===== src/rtl/cpu_types_pkg.sv =====
// cpu_types_pkg: shared CPU types for the PC redirect path.
// Holds the PC-select encoding seen by the PC register, the word type,
// and the two target helpers used by the redirect target calculator.
package cpu_types_pkg;

  typedef logic [31:0] word_t;

  typedef enum logic [1:0] {
    PC_SEQ = 2'd0,
    PC_BR  = 2'd1,
    PC_J   = 2'd2,
    PC_JR  = 2'd3
  } pcselect_t;

  // Branch target: PC+4 plus the sign-extended word offset, wrapping mod 2^32.
  function automatic word_t br_target(input word_t npc, input logic [15:0] imm);
    word_t w_off;
    w_off = {{14{imm[15]}}, imm, 2'b00};
    return npc + w_off;
  endfunction

  // Jump target: region bits of PC+4 with the instruction index as word address.
  function automatic word_t j_target(input word_t npc, input logic [25:0] idx);
    return {npc[31:28], idx, 2'b00};
  endfunction

endpackage


===== src/rtl/pc_target_calc.sv =====
// pc_target_calc: combinational redirect decode for the EX stage.
// Decides whether the EX instruction redirects the PC, which source wins
// (JR over J over taken BR) and what the target address is. JR targets are
// forwarded as-is, including any misaligned low bits.
module pc_target_calc
  import cpu_types_pkg::*;
(
  input  logic        i_ex_valid,
  input  logic        i_ex_br,
  input  logic        i_ex_br_taken,
  input  logic        i_ex_j,
  input  logic        i_ex_jr,
  input  logic [31:0] i_ex_npc,
  input  logic [15:0] i_ex_imm,
  input  logic [25:0] i_ex_jidx,
  input  logic [31:0] i_ex_rs,
  output logic        o_accept,
  output logic        o_is_br,
  output pcselect_t   o_sel,
  output logic [31:0] o_target
);

  logic w_br_hit;

  assign w_br_hit = i_ex_br & i_ex_br_taken;

  // Priority select of redirect source and target.
  always_comb begin
    o_accept = 1'b0;
    o_is_br  = 1'b0;
    o_sel    = PC_SEQ;
    o_target = '0;
    if (i_ex_valid) begin
      if (i_ex_jr) begin
        o_accept = 1'b1;
        o_sel    = PC_JR;
        o_target = i_ex_rs;
      end else if (i_ex_j) begin
        o_accept = 1'b1;
        o_sel    = PC_J;
        o_target = j_target(i_ex_npc, i_ex_jidx);
      end else if (w_br_hit) begin
        o_accept = 1'b1;
        o_is_br  = 1'b1;
        o_sel    = PC_BR;
        o_target = br_target(i_ex_npc, i_ex_imm);
      end
    end
  end

endmodule


===== src/rtl/pc_redirect_ctrl.sv =====
// pc_redirect_ctrl: issues PC redirects from EX and holds each one until
// the fetch handshake (ihit) consumes it. Flush pulses for one cycle when a
// redirect is accepted; busy stalls EX while a redirect is outstanding.
// A HALT freezes the PC permanently (until reset), after any outstanding
// redirect has been consumed.
//
// Optional build macro: PC_REDIRECT_STATS_EN adds saturating redirect_cnt and
// br_taken_cnt outputs (STAT_W bits each).
//
//   state  | meaning
//   RUN    | idle; watching EX for redirects or HALT
//   HOLD   | redirect driven and held until ihit consumes it
//   HALTED | PC frozen; only reset leaves this state
module pc_redirect_ctrl
  import cpu_types_pkg::*;
#(
  parameter logic [31:0] PC_RESET = 32'h0000_0000
`ifdef PC_REDIRECT_STATS_EN
  ,
  parameter int STAT_W = 16
`endif
) (
  input  logic        CLK,
  input  logic        RST,
  input  logic        ihit,
  input  logic        ex_valid,
  input  logic        ex_br,
  input  logic        ex_br_taken,
  input  logic        ex_j,
  input  logic        ex_jr,
  input  logic [31:0] ex_npc,
  input  logic [15:0] ex_imm,
  input  logic [25:0] ex_jidx,
  input  logic [31:0] ex_rs,
  input  logic        halt_req,
  output pcselect_t   pc_select,
  output logic [31:0] jump_data,
  output logic [31:0] init,
  output logic        pc_halt,
  output logic        flush,
  output logic        busy
`ifdef PC_REDIRECT_STATS_EN
  ,
  output logic [STAT_W-1:0] redirect_cnt,
  output logic [STAT_W-1:0] br_taken_cnt
`endif
);

  localparam logic [1:0] ST_RUN    = 2'd0;
  localparam logic [1:0] ST_HOLD   = 2'd1;
  localparam logic [1:0] ST_HALTED = 2'd2;

  logic [1:0]  r_state;
  pcselect_t   r_pc_select;
  logic [31:0] r_jump_data;
  logic        r_pc_halt;
  logic        r_flush;
  logic        r_busy;
  logic        r_halt_pend;

  logic        w_accept;
  logic        w_is_br;
  pcselect_t   w_sel;
  logic [31:0] w_target;

  pc_target_calc u_target (
    .i_ex_valid    (ex_valid),
    .i_ex_br       (ex_br),
    .i_ex_br_taken (ex_br_taken),
    .i_ex_j        (ex_j),
    .i_ex_jr       (ex_jr),
    .i_ex_npc      (ex_npc),
    .i_ex_imm      (ex_imm),
    .i_ex_jidx     (ex_jidx),
    .i_ex_rs       (ex_rs),
    .o_accept      (w_accept),
    .o_is_br       (w_is_br),
    .o_sel         (w_sel),
    .o_target      (w_target)
  );

  // Redirect / halt sequencing and all registered PC-interface outputs.
  always_ff @(posedge CLK) begin
    if (RST) begin
      r_state     <= ST_RUN;
      r_pc_select <= PC_SEQ;
      r_jump_data <= '0;
      r_pc_halt   <= 1'b0;
      r_flush     <= 1'b0;
      r_busy      <= 1'b0;
      r_halt_pend <= 1'b0;
    end else begin
      r_flush <= 1'b0;
      case (r_state)
        ST_RUN: begin
          if (w_accept) begin
            // A HALT arriving alongside a redirect waits for the redirect.
            r_pc_select <= w_sel;
            r_jump_data <= w_target;
            r_flush     <= 1'b1;
            r_busy      <= 1'b1;
            r_halt_pend <= halt_req;
            r_state     <= ST_HOLD;
          end else if (halt_req) begin
            r_pc_halt <= 1'b1;
            r_state   <= ST_HALTED;
          end
        end
        ST_HOLD: begin
          if (halt_req) begin
            r_halt_pend <= 1'b1;
          end
          if (ihit) begin
            r_pc_select <= PC_SEQ;
            r_busy      <= 1'b0;
            if (r_halt_pend || halt_req) begin
              r_pc_halt   <= 1'b1;
              r_halt_pend <= 1'b0;
              r_state     <= ST_HALTED;
            end else begin
              r_state <= ST_RUN;
            end
          end
        end
        ST_HALTED: begin
          r_pc_halt   <= 1'b1;
          r_pc_select <= PC_SEQ;
          r_busy      <= 1'b0;
        end
        default: begin
          r_state     <= ST_RUN;
          r_pc_select <= PC_SEQ;
          r_busy      <= 1'b0;
        end
      endcase
    end
  end

`ifdef PC_REDIRECT_STATS_EN
  logic [STAT_W-1:0] r_redirect_cnt;
  logic [STAT_W-1:0] r_br_taken_cnt;

  // Saturating counts of redirects accepted in RUN (HALTED never accepts).
  always_ff @(posedge CLK) begin
    if (RST) begin
      r_redirect_cnt <= '0;
      r_br_taken_cnt <= '0;
    end else if ((r_state == ST_RUN) && w_accept) begin
      if (!(&r_redirect_cnt)) begin
        r_redirect_cnt <= r_redirect_cnt + 1'b1;
      end
      if (w_is_br && !(&r_br_taken_cnt)) begin
        r_br_taken_cnt <= r_br_taken_cnt + 1'b1;
      end
    end
  end

  assign redirect_cnt = r_redirect_cnt;
  assign br_taken_cnt = r_br_taken_cnt;
`endif

  assign pc_select = r_pc_select;
  assign jump_data = r_jump_data;
  assign init      = PC_RESET;
  assign pc_halt   = r_pc_halt;
  assign flush     = r_flush;
  assign busy      = r_busy;

endmodule

===== config.mk =====
export PLATFORM = sky130hd
export DESIGN_NAME = pc_redirect_ctrl
export DESIGN_NICKNAME = d
export VERILOG_FILES = /design/src/rtl/cpu_types_pkg.sv /design/src/rtl/pc_target_calc.sv /design/src/rtl/pc_redirect_ctrl.sv
export SDC_FILE = /design/constraint.sdc
export NUM_CORES = 1
export LEC_CHECK = 0
export BUFFER_PORTS_ARGS = -buffer_cell sky130_fd_sc_hd__buf_2
export CAP_MARGIN = 20
export CORE_MARGIN = 2
export CORE_UTILIZATION = 50
export CTS_BUF_LIST = sky130_fd_sc_hd__clkbuf_8
export CTS_CLUSTER_DIAMETER = 150
export DETAILED_ROUTE_END_ITERATION = 7
export HOLD_SLACK_MARGIN = 0.05
export PLACE_DENSITY_LB_ADDON = 0.1
export SKIP_CTS_REPAIR_TIMING = 1
export SLEW_MARGIN = 5
export SYNTH_ARGS = -nofsm -noshare
export SYNTH_HDL_FRONTEND = slang
export SYNTH_SLANG_ARGS = --single-unit

===== constraint.sdc =====
create_clock -name CLK -period 3.35 [get_ports CLK]
set_input_delay 0.335 -clock CLK [delete_from_list [all_inputs] [get_ports CLK]]
set_output_delay 0.335 -clock CLK [all_outputs]
set_load 0.01 [all_outputs]

[Word level (Yosys, flattened, before mapping)]
Index checks and enable logic that the tools add are counted.
Storage, ports and cells
  output and inout port bits: 69
  register bits after elaboration: 40
  input bits: 115
Operators by class
  equality and inequality tests: 8
  $add $sub $neg: 1
  bitwise gates (word level): 3
  reductions and logical operators: 10
  mux-type cells: 34
Operators by type and width (number)
  32-bit 2-to-1 mux: 4
  32-bit adder: 1
  2-bit 2-to-1 mux: 9
  1-bit 2-to-1 mux: 16
  2-bit inequality test (second input constant): 4
  2-bit one-hot mux with 3 select lines: 1
  2-bit AND reduction: 3
  5-bit AND reduction: 1
  1-bit one-hot mux with 2 select lines: 2
  2-bit one-hot mux with 2 select lines: 1
  3-bit by 2-bit inequality test with 1-bit output (second input constant): 1
  1-bit one-hot mux with 3 select lines: 1
  3-bit AND reduction: 1
  3-bit nonzero test: 1
  2-bit by 1-bit == test with 1-bit output (second input constant): 1
  2-bit == test (second input constant): 1
  2-bit logical NOT: 1
  2-bit by 1-bit inequality test with 1-bit output (second input constant): 1
  1-bit NOT: 2
  2-bit nonzero test: 1
  2-bit OR reduction: 1
  1-bit bitwise AND: 1
  1-bit logical OR: 1

[Logic depth before layout (Yosys ltp)]
  depth in word-level cells: 7
  depth in mapped cells: 11

[By module]
A second synthesis with hierarchy kept.
Second synthesis, totals
  cell total of the unflattened synthesis: 591
  area total of the unflattened synthesis: 4222.8 µm²
By module, submodules not included
  pc_target_calc: cells each 387, area each 2517.4 µm², instances 1
  pc_redirect_ctrl: cells each 204, area each 1705.4 µm², instances 1

[Worst setup path after synthesis]
No wires, ideal clock.
  kind: input to register
  start: input port ex_npc[2]
  end: register r_jump_data[28] (netlist: jump_data[28])
  arrival: 2.424 ns
  setup time: 0.101 ns
  stages on the path: 11
  data required time: 3.249 ns
  setup slack: 0.825 ns
  path buffers: 0
  cells stage by stage: ha_1 > inv_1 > fa_1 > nand2b_1 > a21oi_2 > o211ai_2 > a21oi_1 > o21ai_1 > and3_1 > o31a_1 > o41ai_1
Between the ends
  cells in the longest elaborated chain, start to end: 5
Ends and longest elaborated chain
  start: declaration: line pc_redirect_ctrl.sv:31  | input logic [31:0] ex_npc,
  32-bit adder: line cpu_types_pkg.sv:19  | return npc + w_off;
  32-bit 2-to-1 mux: line pc_target_calc.sv:42  | end else if (w_br_hit) begin
  32-bit 2-to-1 mux: line pc_target_calc.sv:38  | end else if (i_ex_j) begin
  32-bit 2-to-1 mux: line pc_target_calc.sv:34  | if (i_ex_jr) begin
  32-bit 2-to-1 mux: line pc_target_calc.sv:33  | if (i_ex_valid) begin
  end signal: assignment: line pc_redirect_ctrl.sv:99  | r_jump_data <= w_target;
  end: declaration: line pc_redirect_ctrl.sv:55  | logic [31:0] r_jump_data;
Every way passes these cells.
A chain may end at the register's enable or synchronous reset.

[Final worst setup path]
Same ends and word-level chain as after synthesis.

==> flow_metrics.env <==
export IMPL_crit_required_ps=3540
export IMPL_htree_levels=2
export IMPL_fin_crit_sh_pct=80.3
export IMPL_ys_types=71
export IMPL_dp_slack_ps=387
export IMPL_core_rowCount=33
export IMPL_max_freq_mhz=372
export IMPL_p_leak_nw=2.27
export IMPL_num_vias=4630
export IMPL_async_flop_share_pct=0
export IMPL_grt_pass1_wl_um=19100
export IMPL_ff2ff_path_depth=10
export IMPL_combPwrFrac_pct=49.6
export IMPL_drc=0
export IMPL_slew_limit_headroom_pct=53.1
export IMPL_cts_buffers=5
export IMPL_cp_start_kind="input port"
export IMPL_wl_um=12500
export IMPL_crit_family="compound AO/OA/AOI/OAI gates"
export IMPL_final_nets=852
export IMPL_final_common_cell="buf_2"
export IMPL_gp_congestion=0.927
export IMPL_irDropWorstVdd_v=0.000182
export IMPL_fin_ws_ps=661
export IMPL_cts_sink_count=40
export IMPL_grt_usage_pct=26.2
export IMPL_worstMarginPinSlew_ps=704
export IMPL_syn_area_per_cell_um2=7.27
export IMPL_finalCriticalPeriod_ps=2690
export IMPL_whs_path_depth=3
export IMPL_grt_max_degree=57
export IMPL_dr_pass1_iters=6
export IMPL_wire_per_inst_um=15.4
export IMPL_dp_hpwl_um=9670
export IMPL_worstReg2RegEnd="jump_data[17]"
export IMPL_min_from="ex_jidx[24]"
export IMPL_die_w_um=95.5
export IMPL_drive_gt1_share_pct=25.7
export IMPL_powerDensity_nw_per_um2=414
export IMPL_pwr_share_clk_pct=19.9
export IMPL_swShare_pct=41.4
export IMPL_yosys_warnings=0
export IMPL_cts_tree="built"
export IMPL_die_h_um=95.5
export IMPL_p_switching_mw=0.849
export IMPL_fp_dieArea_um2=9130
export IMPL_synth_seq_area_share_pct=19.1
export IMPL_syn2layout_area_growth_pct=18.5
export IMPL_insertion_delay_ps=300
export IMPL_slew_violations=0
export IMPL_finalSetupTns_ps=0
export IMPL_crit_path_cell_trace="buf_2 -> ha_1 -> inv_1 -> fa_1 -> nand2b_1 -> a21oi_2 -> o211ai_2 -> a21oi_1 -> o21ai_1 -> and3_1 -> o31a_1 -> o41ai_1"
export IMPL_first_iter_violations=278
export IMPL_max_stage_delay_ps=370
export IMPL_synth_ff_latch_count=40
export IMPL_finalHoldViolations=0
export IMPL_setup_viol=0
export IMPL_core_region_area_um2=8180
export IMPL_final_cell_mix="buf_2 (151), nand2_1 (68), a21oi_1 (52)"
export IMPL_clockRootBuffer="clkbuf_8"
export IMPL_p_int_mw=1.20
export IMPL_critical_path_class="input port to flop"
export IMPL_reg2reg_from="r_state[0]"
export IMPL_slowest_stage="fa_1"
export IMPL_r2r_setup_slack_ps=1180
export IMPL_endpoint_kind="flop"
export IMPL_status="finished clean"
export IMPL_worstPathArrival_ps=2880
export IMPL_synth_edf_count=0
export IMPL_path_buf_inv=2
export IMPL_ant_nets=0
export IMPL_overflow=0
export IMPL_netlist_instances=576
export IMPL_io_pin_count=184
export IMPL_p_total_mw=2.05
export IMPL_antenna_found_initial=0
export IMPL_clk_pin_slew_worst_paths_ps=80
export IMPL_portBuffers=151
export IMPL_antennaDiodeCount=0
export IMPL_synth_area_um2=4190
export IMPL_drt_vias_per_instance=5.72
export IMPL_fill_cells=807
export IMPL_grt_pass1_vias=3999
export IMPL_min_path_type="input port to flop"
export IMPL_drv_cap=0
export IMPL_clk_path_buf_depth=2
export IMPL_start_util_pct=51.2
export IMPL_min_to="jump_data[26]"
export IMPL_synthFlopType="dfxtp_1"
export IMPL_sequentialPowerShare_pct=30.5
export IMPL_rsz0062_at_grt="false"
export IMPL_cp_max_fo=5
export IMPL_fin_skew_ps=7.58
## registers in the layout (all words and copies together) (netlist names)
name	count
jump_data	32
pc_select	2
r_state	2
busy	1
flush	1
pc_halt	1
r_halt_pend	1
## Yosys cell counts, types with 12 or more instances
cell	instances	area [um^2]
nand2_1	68	255
a21oi_1	52	260
nor2_1	47	176
o21ai_0	45	225
dfxtp_1	40	801
buf_4	32	240
ha_1	32	400
clkbuf_1	26	97.6
nor3_1	19	95.1
inv_1	18	67.6
xnor2_1	15	131
nand3b_1	12	90.1
## final cells by class
type	count	area, um^2	share of cell area [%]
clock buffer	5	68.8	1.39
inverter	18	67.6	1.36
clock inverter	3	46.3	0.933
sequential	40	801	16.1
timing repair buffer	157	801	16.1
multi-input combinational	482	3050	61.4
tap	105	131	2.65
## routing by layer
| layer | track usage (%) | wire length [um] |
|---|---|---|
| met5 | 0 | 0 |
| met4 | 7.62 | 226 |
| met3 | 2.13 | 843 |
| met2 | 42.3 | 5770 |
| met1 | 37.0 | 5640 |
## power by group through the flow
stage / sequential (mW) / combinational [mW] / clock, mW
after global routing: 0.638 / 1.14 / 0.430
after global placement: 0.634 / 0.998 / 0
final: 0.626 / 1.02 / 0.408
after CTS: 0.626 / 1.01 / 0.410
after floorplan: 0.674 / 0.671 / 0
after detailed placement: 0.636 / 1.00 / 0
## worst max-delay path by stage
stage,startpoint,end,slack (ps),cells past startpoint
2_1_floorplan,ex_npc[2],jump_data[28],820,11
6_report,ex_npc[2],jump_data[28],660,12
4_1_cts,ex_npc[2],jump_data[28],680,12
5_1_grt,ex_imm[0],jump_data[28],410,12
3_5_place_dp,ex_npc[2],jump_data[28],390,12
3_3_place_gp,ex_npc[3],jump_data[21],460,10
## per-stage QoR
stage | utilization [%] | area, um^2 | hold WS, ps | std cells
3_3_place_gp | 59.3 | 4850 | 437 | 802
4_1_cts | 60.7 | 4960 | 303 | 810
5_1_grt | 60.7 | 4960 | 308 | 810
3_5_place_dp | 59.3 | 4850 | 444 | 802
2_1_floorplan | - | 4310 | 468 | 607
6_report | 60.7 | 4960 | 304 | 810
## worst reg2reg max path, cell delays in order, from the launching register on
cell and delay, ps:
dfxtp_1 330, inv_1 100, ha_1 350, inv_1 140, nor2_2 140, buf_4 300, nor2_1 70, nor3_1 250
nor4b_1 270, mux2i_1 110, nand2_1 60
## kinds of logic after synthesis
group	synth area share, %
xor gates and xnor gates	3.76
other	0.0895
AOI/OAI and AO/OA	31.1
DFF	19.1
and+or+nand+nor	23.4
buffers and inverters	11.1
adders and majority gates	10.0
muxes	1.46
(Power assumes the default switching activity.)
